==> src/rtl/ram_upload_pkg.sv <==
// ram_upload_pkg: shared FSM state type, out-of-range word and read tag type for the upload reader
package ram_upload_pkg;
    typedef enum logic [2:0] {IDLE, ISSUE_LO, ISSUE_HI, DRAIN, DONE} state_t;
    localparam logic [15:0] OOR_WORD = 16'hFFFF;
    localparam int TAG_W = 1;
    typedef logic [TAG_W-1:0] tag_t;
    localparam tag_t TAG_LO = 1'b0;
    localparam tag_t TAG_HI = 1'b1;
endpackage

==> src/rtl/ram_upload_reader_pipe.sv <==
// rd_lat_pipe: tracks accepted RAM reads for LAT clocks and strobes capture of the lo/hi byte
module rd_lat_pipe
    import ram_upload_pkg::*;
#(
    parameter int LAT = 1
) (
    input  logic clk_sys,
    input  logic reset_l,
    input  logic flush,
    input  logic push,
    input  tag_t push_tag,
    output logic cap_lo,
    output logic cap_hi
);
    logic [LAT-1:0] vld;
    tag_t [LAT-1:0] tag;
    // shift each accepted read toward the capture stage; a flush empties the pipe
    always_ff @(posedge clk_sys or negedge reset_l) begin
        if (!reset_l) begin
            vld <= '0;
            tag <= '0;
        end else begin
            for (int i = LAT - 1; i > 0; i--) begin
                vld[i] <= vld[i-1] & ~flush;
                tag[i] <= tag[i-1];
            end
            vld[0] <= push & ~flush;
            tag[0] <= push_tag;
        end
    end
    assign cap_lo = vld[LAT-1] & (tag[LAT-1] == TAG_LO) & ~flush;
    assign cap_hi = vld[LAT-1] & (tag[LAT-1] == TAG_HI) & ~flush;
endmodule

==> src/rtl/ram_upload_reader.sv <==
// ram_upload_reader: serves HPS upload word requests by reading two bytes from a shared RAM port
module ram_upload_reader
    import ram_upload_pkg::*;
#(
    parameter int AW   = 13,
    parameter int SIZE = 8192,
    parameter int LAT  = 1
) (
    input  logic          clk_sys,
    input  logic          reset_l,
    input  logic          ioctl_upload,
    input  logic          ioctl_rd,
    input  logic [24:0]   ioctl_addr,
    output logic [15:0]   ioctl_din,
    output logic          ioctl_wait,
    output logic [AW-1:0] mem_addr,
    output logic          mem_rd,
    input  logic          mem_gnt,
    input  logic [7:0]    mem_q,
    output logic          busy
);
    state_t        state, state_nx;
    logic [AW-1:0] word_addr;
    logic [15:0]   data;
    logic          start, oor, abort, grant, cap_lo, cap_hi;
    tag_t          push_tag;

    assign start      = ioctl_rd & ioctl_upload & (state == IDLE);
    assign oor        = ioctl_addr >= 25'(SIZE);
    assign abort      = (state != IDLE) & ~ioctl_upload;
    assign grant      = mem_rd & mem_gnt;
    assign busy       = state != IDLE;
    assign ioctl_wait = busy | start;

    rd_lat_pipe #(.LAT(LAT)) u_pipe (
        .clk_sys  (clk_sys),
        .reset_l  (reset_l),
        .flush    (abort),
        .push     (grant),
        .push_tag (push_tag),
        .cap_lo   (cap_lo),
        .cap_hi   (cap_hi)
    );

    // state register
    always_ff @(posedge clk_sys or negedge reset_l) begin
        if (!reset_l)
            state <= IDLE;
        else
            state <= state_nx;
    end

    // next state and RAM request; losing ioctl_upload abandons the request from any state
    always_comb begin
        state_nx = state;
        mem_rd   = 1'b0;
        mem_addr = '0;
        push_tag = TAG_LO;
        unique case (state)
            IDLE:     if (start) state_nx = oor ? DONE : ISSUE_LO;
            ISSUE_LO: begin
                mem_rd   = 1'b1;
                mem_addr = word_addr;
                if (mem_gnt) state_nx = ISSUE_HI;
            end
            ISSUE_HI: begin
                mem_rd   = 1'b1;
                mem_addr = {word_addr[AW-1:1], 1'b1};
                push_tag = TAG_HI;
                if (mem_gnt) state_nx = DRAIN;
            end
            DRAIN:    if (cap_hi) state_nx = DONE;
            DONE:     state_nx = IDLE;
            default:  state_nx = IDLE;
        endcase
        if (abort) state_nx = IDLE;
    end

    // latch the word address, assemble returned bytes and publish the word when leaving DONE
    always_ff @(posedge clk_sys or negedge reset_l) begin
        if (!reset_l) begin
            word_addr <= '0;
            data      <= '0;
            ioctl_din <= '0;
        end else begin
            if (start) word_addr <= {ioctl_addr[AW-1:1], 1'b0};
            if (start && oor) data <= OOR_WORD;
            if (cap_lo) data[7:0] <= mem_q;
            if (cap_hi) data[15:8] <= mem_q;
            if (state == DONE && !abort) ioctl_din <= data;
        end
    end
endmodule

==> config.mk <==
export PLATFORM = sky130hd
export DESIGN_NAME = ram_upload_reader
export DESIGN_NICKNAME = d
export VERILOG_FILES = /design/src/rtl/ram_upload_pkg.sv /design/src/rtl/ram_upload_reader_pipe.sv /design/src/rtl/ram_upload_reader.sv
export SDC_FILE = /design/constraint.sdc
export NUM_CORES = 1
export LEC_CHECK = 0
export ABC_AREA = 1
export BUFFER_PORTS_ARGS = -buffer_cell sky130_fd_sc_hd__buf_4
export CAP_MARGIN = 20
export CORE_UTILIZATION = 35
export CTS_BUF_LIST = sky130_fd_sc_hd__clkbuf_4 sky130_fd_sc_hd__clkbuf_8 sky130_fd_sc_hd__clkbuf_16
export DETAILED_ROUTE_END_ITERATION = 7
export HOLD_SLACK_MARGIN = 0.08
export PLACE_DENSITY = 0.57
export SETUP_SLACK_MARGIN = 0.02
export SLEW_MARGIN = 10
export SYNTH_ARGS = -nofsm -noshare
export SYNTH_HDL_FRONTEND = slang
export SYNTH_SLANG_ARGS = --single-unit
==> constraint.sdc <==
create_clock -name clk_sys -period 1.68 [get_ports clk_sys]
set_clock_uncertainty 0.05 [all_clocks]
set_input_delay 0.336 -clock clk_sys [delete_from_list [all_inputs] [get_ports clk_sys]]
set_output_delay 0.336 -clock clk_sys [all_outputs]
set_load 0.02 [all_outputs]
==> results of run 1 <==
[flip-flops by register name, summed over array words and instances, names as in the netlist]
name        count
word_addr      12
u_pipe.vld      1
state           3
u_pipe.tag      1
data           16
ioctl_din      16
[per-layer routing]
metal	wire length [um]	GRT usage [%]
met2	2270	26.1
met4	73	6.43
met1	2200	19.3
met3	232	3.48
met5	0	0
[where the power goes]
group	switching, mW	leakage, nW	internal, mW
registers	0.193	0.498	1.54
logic	1.26	0.866	1.06
clock network	0.417	0.0687	0.599
total	1.87	1.43	3.20
[critical path, stage by stage, from the launching register on]
cell and delay (ps):
dfrtp_2 430, inv_2 70, nand2_4 80, nand3_4 80, buf_6 150, nor2_1 80, buf_4 140
[cells in the mapped netlist (2+ instances only)]
| master | count | share of area (%) |
|---|---|---|
| a21oi_1 | 2 | 0.46 |
| buf_2 | 3 | 0.69 |
| dfrtp_1 | 49 | 57 |
| inv_1 | 18 | 3.1 |
| inv_2 | 2 | 0.35 |
| mux2_2 | 6 | 3.1 |
| mux2_4 | 10 | 6.9 |
| nand2_1 | 22 | 3.8 |
| nand2_2 | 3 | 0.87 |
| nand2_4 | 4 | 2.1 |
| nand3_1 | 5 | 1.2 |
| nand3_4 | 2 | 1.6 |
| nor2_1 | 71 | 12 |
| nor2_4 | 2 | 1.0 |
| o21ai_0 | 13 | 3.0 |
[area by class of cell]
type	instances	area [sq um]
clock buffers	5	68.8
clock inverters	3	68.8
fillers	556	2770
inverters	20	77.6
multi-input cells	147	980
flip-flops and latches	49	1230
well taps	75	93.8
repair buffers	81	672
[logic make-up (layout without fill, tap and decap cells)]
logic type	Yosys count	in the layout	synth area share, %
compound gates	16	16	3.81
buf+inv	25	109	5.02
flops	49	49	56.5
mux	16	16	10.0
simple gates	113	115	24.6
[path summary, 6_finish.rpt]
| check | start | endpoint | slack (ps) | cells past startpoint |
|---|---|---|---|---|
| max reg2reg | state[0] | data[3] | 100 | 9 |
| max | state[0] | mem_addr[10] | -40 | 6 |
| min in group asynchronous | reset_l | ioctl_din[6] | 530 | 2 |
| min reg2reg | data[8] | ioctl_din[8] | 450 | 1 |
| max in group asynchronous | reset_l | state[1] | 590 | 2 |
| min | ioctl_addr[9] | word_addr[9] | 190 | 3 |
[stage by stage]
step / cells / setup TNS (ps) / power [mW]
after floorplan: 219 / 0 / 2.87
after global placement: 359 / 0 / 3.48
after detailed placement: 359 / 0 / 3.51
after CTS: 376 / -679 / 4.89
after global routing: 380 / -1530 / 5.38
final: 380 / -429 / 5.07
[what timing repair did]
item	CTS	global route
pin swaps	4	7
buffers inserted	7	2
hold endpoints to repair	49	0
hold buffers	1	0
gates cloned	1	2
gates resized for setup	31	20
endpoints found under the setup margin	14	60
==> summary.txt, run 1 <==
Outcome
  • Outcome: finished with violations
  • Failing checks: setup timing

Global routing
  • Total GRT Usage: around 16%
  • GR Overflow Total: 0
  • Antenna violations before repair: 0
  • Largest net degree at the start of global routing: 50
  • First-pass GRT wire length: about 7600 um
  • Vias in the first global route: 1656

Timing
  • Slack of the critical path: -42.7 ps
  • Final Cycle Share: 103%
  • Slew @ Worst Pin: 619 ps
  • Slew HR: 58.7%
  • Minimum clock period: 1720 ps
  • Final setup fails: 14
  • Max-slew violation count: 0
  • Hold slack: 185 ps
  • Max Clock Freq: 580 MHz
  • Endpoints failing hold: 0
  • RSZ-0062 raised after global routing: yes

Floorplanning
  • Die W: 80.7 um
  • CORE AREA: around 6000 sq um
  • # rows: 28
  • Initial Util: 36.4%
  • Die footprint: between 6000 and 7000 sq um
  • Chip Height: 80.7 um
  • Ports: 70

Finish
  • Ant. Diodes: 0
  • Commonest non-fill, non-tap cell in the layout: buf_4
  • Layout cells sized above 1: 47.2%
  • P&R area growth vs syn: 47.0%
  • Post-layout util: 53.6%
  • Final #Nets: 342
  • Finished Cell Area: between 3000 and 4000 sq um
  • Commonest non-fill, non-tap cells in the layout: buf_4 (67), nor2_1 (57), dfrtp_1 (47)

Setup path
  • CP max FO: 6
  • Worst path arrival time: 1340 ps
  • CP Launch Type: flip-flop
  • Crit Path Class: flip-flop to output pin
  • Req. time, crit path: 1290 ps
  • Critical Path End Type: output pin

Clocking
  • Worst-Skew Late Latency: 300 ps
  • CTS sink cnt: 49
  • H-tree depth: 2
  • CTS tree: done
  • Clock-pin slew on the worst setup and hold paths: 90 ps
  • Cell at the root of the clock tree: clkbuf_8
  • CTS buffer count: 5
  • Max clock buf depth: 2

Route
  • Wirelength per Cell: 12.6 um
  • Number of DRC markers in iteration 0: 48
  • # DRC: 0
  • Routed via count: around 1700
  • Vias per cell: 4.54
  • Routed Antenna Nets: 0
  • WL final: 4780 um
  • First-pass DRT Iterations: 4

Synth
  • Post-synthesis cell count: roughly 220
  • Netlist cell types: 22
  • Mapped Nets: approximately 260
  • Synth warn: 0
  • Post-synth top flop: dfrtp_1
  • Post-synthesis sequential area ratio: 56.5%
  • Netlist Area Pre-Place: 2170 sq um
  • Yosys reg bits: 49
  • Avg Cell Area, Syn: 9.91 sq um
  • Post-synth ARST share: 100%
  • Post-synth EDFFs: 0

Job
  • Max_cap viols: 0

Place
  • Worst slack at placement: 168 ps
  • Routability cong.: slightly above 0.8
  • Placed cell area: around 2800 sq um
  • Post-DP HPWL: 3150 um
  • IO buf count: 68

Power
  • Max VDD drop: 0.736 mV
  • LEAKAGE: 1.43 nW
  • Cell Pwr Density: 1590 nW/um^2

Min path
  • Hold/Removal Path Class: input pin to flip-flop
Note: power is estimated with default switching activity, not from simulation.
==> run 2: changes to the inputs <==
--- a/config.mk
+++ b/config.mk
@@ -14,6 +14,7 @@
 export HOLD_SLACK_MARGIN = 0.08
 export PLACE_DENSITY = 0.57
 export SETUP_SLACK_MARGIN = 0.02
+export SKIP_CTS_REPAIR_TIMING = 1
 export SLEW_MARGIN = 10
 export SYNTH_ARGS = -nofsm -noshare
 export SYNTH_HDL_FRONTEND = slang
==> run 2 against run 1 <==
Cell area shrank 2.5%. The run still ends with setup timing left. Flip-flop and latch count is the same. Critical path depth is the same. Highest routed layer unchanged. Critical endpoint is now mem_addr[3]. Largest power group unchanged. Non-clock buffer count shrank 5. Global-route usage shrank 0.67 points. Sequential share of layout area grew 1.0 points.
==> summary.txt, run 2 (same netlist as run 1, synthesis figures left out) <==
Power
  • LEAKAGE: between 1 and 1.5 nW
  • Cell internal pwr: 3.07 mW
  • Flop pwr share: between 30% and 40%
  • Max VDD drop: 0.623 mV
  • PnR Total Power: 4.90 mW
  • Combinational power share: 43.9%
  • Sw Pwr: about 1.8 mW
  • Cell Pwr Density: 1580 nW/um^2
  • Clock network power share: approximately a fifth
  • Net Sw Frac: a little under two fifths

Place
  • IO buf count: a little under 70
  • Worst slack at placement: 168 ps
  • Routability cong.: 0.823
  • Post-DP HPWL: approximately 3200 um

Route
  • First-pass DRT Iterations: 4
  • Wirelength per Cell: 12.5 um
  • Routed via count: 1688
  • Routed Antenna Nets: 0
  • # DRC: 0
  • Vias per cell: 4.53
  • Number of DRC markers in iteration 0: 44
  • WL final: 4670 um

Timing
  • Slew @ Worst Pin: 625 ps
  • Endpoints failing hold: 0
  • Final setup fails: 13
  • Final Cycle Share: 105%
  • Slew HR: 58.3%
  • Slack of the critical path: -85.3 ps
  • Max Clock Freq: 566 MHz
  • RSZ-0062 raised after global routing: yes
  • Minimum clock period: around 1800 ps
  • Max-slew violation count: 0

Finish
  • Final #Nets: around 340
  • Commonest non-fill, non-tap cells in the layout: buf_4 (63), nor2_1 (59), dfrtp_1 (46)
  • Ant. Diodes: 0
  • Commonest non-fill, non-tap cell in the layout: buf_4
  • Fillers: 569
  • P&R area growth vs syn: 43.4%
  • Layout cells sized above 1: 45.3%
  • Largest registers: data (16), ioctl_din (16), word_addr (12)

Global routing
  • GR Overflow Total: 0
  • Largest net degree at the start of global routing: 50
  • Vias in the first global route: 1608
  • First-pass GRT wire length: slightly above 7000 um
  • Total GRT Usage: about 15%
  • Antenna violations before repair: 0

Floorplanning
  • Die W: 80.7 um
  • Chip Height: 80.7 um
  • Ports: 70
  • Initial Util: between 30% and 40%
  • CORE AREA: 5960 sq um
  • # rows: 28
  • Die footprint: roughly 6500 sq um

Outcome
  • Outcome: finished with violations
  • Failing checks: setup timing

Setup path
  • Req. time, crit path: ~1300 ps
  • Reg-to-reg slack, setup: 140 ps
  • Worst path arrival time: about 1400 ps
  • Worst-path cell chain: inv_2, nand2_4, nand3_4, buf_12, nor2_4, buf_6
  • Max incr delay on CP: about 450 ps
  • Critical Path End Type: output pin
  • Slowest CP cell: dfrtp_2
  • Crit Path Class: flip-flop to output pin
  • CP Launch Type: flip-flop
  • CP max FO: 7

Clocking
  • CTS buffer count: 5
  • CTS sink cnt: 49
  • CTS tree: done
  • Clock-pin slew on the worst setup and hold paths: 90 ps
  • H-tree depth: 2
  • Worst-Skew Late Latency: around 300 ps
  • Cell at the root of the clock tree: clkbuf_8
  • Max clock buf depth: 2

Job
  • Max_cap viols: 0

Min path
  • Hold/Removal Path Class: input pin to flip-flop
-- run 2: changes by cell type in the layout (fill, tap and decap cells not counted), sizes merged --
cell	delta
nand3	-1
buf	-5
nand3b	-1
-- run 2: routing by layer --
layer / vias up / share of wire (%) / wire length [um] / global-route usage, %
met3: 4 / 4.4 / 204 / 3.48
li1: 837 / - / - / -
met5: - / 0 / 0 / 0
met2: 44 / 51 / 2370 / 25.1
met1: 803 / 44 / 2030 / 18.1
met4: 0 / 1.2 / 55 / 6.43
-- run 2: worst paths after layout --
check	from	endpoint	cells past startpoint
setup / recovery	state[0]	mem_addr[3]	6
hold / removal	ioctl_addr[9]	word_addr[9]	3
setup reg to reg	state[1]	ioctl_din[14]	4
hold reg to reg	data[2]	data[2]	2
max in group asynchronous	reset_l	state[1]	2
min in group asynchronous	reset_l	word_addr[11]	2
-- run 2: power by group through the flow --
| stage | Combinational, mW | Clock [mW] | Sequential [mW] |
|---|---|---|---|
| global placement | 1.74 | 0 | 1.74 |
| CTS | 1.77 | 1.05 | 1.72 |
| floorplan | 1.01 | 0 | 1.86 |
| global route | 2.35 | 1.08 | 1.78 |
| finish | 2.15 | 1.01 | 1.74 |
| detailed placement | 1.77 | 0 | 1.75 |
-- run 2: critical path: cells and delay by family (launching register included) --
family / cells / cell delay, ps
buffers and inverters: 3 / 350
flip-flops: 1 / 450
AND/OR/NAND/NOR: 3 / 270
-- run 2: cell type report --
cell class | count | area [sq um] | area share [%]
multi-input combinational | 145 | 942 | 30.3
sequential | 49 | 1230 | 39.5
inverter | 20 | 80.1 | 2.57
tap | 75 | 93.8 | 3.02
clock inverter | 3 | 68.8 | 2.21
timing repair buffer | 76 | 627 | 20.2
clock buffer | 5 | 68.8 | 2.21
-- run 2: metrics by stage --
| step | TNS, ps | instance area, sq um | util, % | hold slack [ps] | instances |
|---|---|---|---|---|---|
| after floorplan | 0 | 2170 | - | -9.59 | 219 |
| after CTS | -2130 | 2890 | 48.6 | 11.6 | 367 |
| after global routing | -1950 | 3110 | 52.2 | 180 | 373 |
| after global placement | 0 | 2760 | 46.3 | 352 | 359 |
| final | -929 | 3110 | 52.2 | 185 | 373 |
| after detailed placement | 0 | 2760 | 46.3 | 352 | 359 |
==> run 3: changes to the inputs <==
==> constraint.sdc (replaced) <==
create_clock -name clk_sys -period 2 [get_ports clk_sys]
set_clock_uncertainty 0.05 [all_clocks]
set_input_delay 0.4 -clock clk_sys [delete_from_list [all_inputs] [get_ports clk_sys]]
set_output_delay 0.4 -clock clk_sys [all_outputs]
set_load 0.02 [all_outputs]
==> run 3 against run 2 <==
The run now ends clean. Global-route usage grew 0.50 points. Clock power shrank 27%. Setup slack improved by 180 ps. Power is 25% lower. Utilization is 3.9 points lower. Cell area down 7.4%. Non-clock buffer count fell by 6. Combinational power decreased by 31%. Wire length down 4.3%. Largest cell class unchanged.
==> summary.txt, run 3 (same netlist as run 1, synthesis figures left out) <==
Global routing
  • First-pass GRT wire length: 7530 um
  • Grt met1 use: about 18%
  • Antenna violations before repair: 0
  • Total GRT Usage: ~15%
  • GR Util met2: between 20% and 30%
  • Top Usage Layer GRT: met2
  • Vias in the first global route: 1653
  • GR Overflow Total: 0
  • Largest net degree at the start of global routing: 50
  • GR Layer Usage met3: 3.93%

Finish
  • Commonest non-fill, non-tap cell in the layout: nor2_1
  • Commonest non-fill, non-tap cells in the layout: nor2_1 (71), buf_4 (69), dfrtp_1 (48)
  • Post-layout util: 48.4%
  • Final #Nets: 329
  • P&R area growth vs syn: 32.8%
  • Layout cells sized above 1: 37.7%
  • Largest registers: data (16), ioctl_din (16), word_addr (12)
  • Ant. Diodes: 0

Clocking
  • CTS tree: done
  • Worst-Skew Late Latency: 300 ps
  • Clock-pin slew on the worst setup and hold paths: 90 ps
  • H-tree depth: 2
  • Max clock buf depth: 2
  • Cell at the root of the clock tree: clkbuf_8
  • CTS buffer count: 5
  • CTS sink cnt: 49

Setup path
  • Critical Path End Type: output pin
  • CP max FO: 13
  • CP Launch Type: flip-flop
  • R2r worst-path depth: 3
  • Req. time, crit path: 1550 ps
  • Worst path arrival time: 1450 ps
  • Crit Path Class: flip-flop to output pin

Timing
  • RSZ-0062 raised after global routing: no
  • Max-slew violation count: 0
  • Max Clock Freq: about 520 MHz
  • Endpoints failing hold: 0
  • Final Cycle Share: a little over nine tenths
  • Slew @ Worst Pin: 618 ps
  • Slew HR: 58.8%
  • Hold slack: around 60 ps
  • Final setup fails: 0
  • Minimum clock period: 1900 ps
  • Setup TNS: 0 ps

Floorplanning
  • CORE AREA: 5960 sq um
  • Die W: 80.7 um
  • Initial Util: between 30% and 40%
  • Chip Height: around 81 um
  • Ports: 70
  • Die footprint: 6520 sq um
  • # rows: 28

Job
  • Max_cap viols: 0

Place
  • IO buf count: 68
  • Post-DP HPWL: 3260 um
  • Routability cong.: 0.825

Route
  • # DRC: 0
  • Number of DRC markers in iteration 0: just under 60
  • Wirelength per Cell: ~12 um
  • Routed Antenna Nets: 0
  • WL final: 4460 um
  • First-pass DRT Iterations: 5
  • Routed via count: 1647
  • Vias per cell: 4.49

Outcome
  • Outcome: complete, no violations

Min path
  • Hold/Removal Path Class: input pin to async pin

Power
  • Cell Pwr Density: about 1300 nW/um^2
  • Max VDD drop: 0.488 mV
  • LEAKAGE: about 1.3 nW
run 3: cell types whose count changed in the layout (fill, tap and decap cells not counted), sizes merged:
cell	previous run	this run
buf	75	70
bufinv	2	1
clkbuf	5	6
clkinvlp	0	1
dlygate4sd3	1	0
inv	21	20
run 3: metal layers:
metal	wire length [um]	vias to the layer above	part of all wire (%)
met1	1950	779	44
met5	0	-	0
li1	-	822	-
met4	65	0	1.5
met2	2240	41	50
met3	206	5	4.6
run 3: final cells by class:
class / count / area (sq um)
inverter: 20 / 75.1
timing repair buffer: 70 / 529
multi-input combinational: 145 / 835
clock inverter: 2 / 37.5
tap: 75 / 93.8
clock buffer: 6 / 82.6
sequential: 49 / 1230
fill: 609 / 3080
run 3: critical path, cell delays in order, from the launching register on:
cell and delay [ps]:
dfrtp_1 430, inv_1 70, nand2_1 110, nand3_1 100, buf_6 160, nor2_1 120
buf_4 160
run 3: per-stage QoR:
stage | total power, mW | cell area [sq um] | worst slack, ps | std cells
detailed placement | 2.96 | 2760 | 397 | 359
finish | 3.66 | 2880 | 95.1 | 367
floorplan | 2.41 | 2170 | 412 | 219
CTS | 3.70 | 2880 | 67.0 | 367
global placement | 2.93 | 2760 | 437 | 359
global route | 3.91 | 2880 | 46.5 | 367
run 3: final timing paths:
path | from | to | slack, ps
hold / removal | reset_l | word_addr[9] | 60
hold reg to reg | data[15] | data[15] | 450
setup / recovery | state[1] | mem_addr[1] | 100
setup reg to reg | state[0] | ioctl_din[14] | 560
max in group asynchronous | reset_l | state[0] | 1390
min in group clk_sys | ioctl_addr[9] | word_addr[9] | 260
run 3: power by group:
part / internal (mW) / switching (mW) / leakage, nW / total, mW
clock: 0.407 / 0.333 / 0.0574 / 0.740
sequential: 1.29 / 0.152 / 0.499 / 1.45
combinational: 0.624 / 0.852 / 0.779 / 1.48
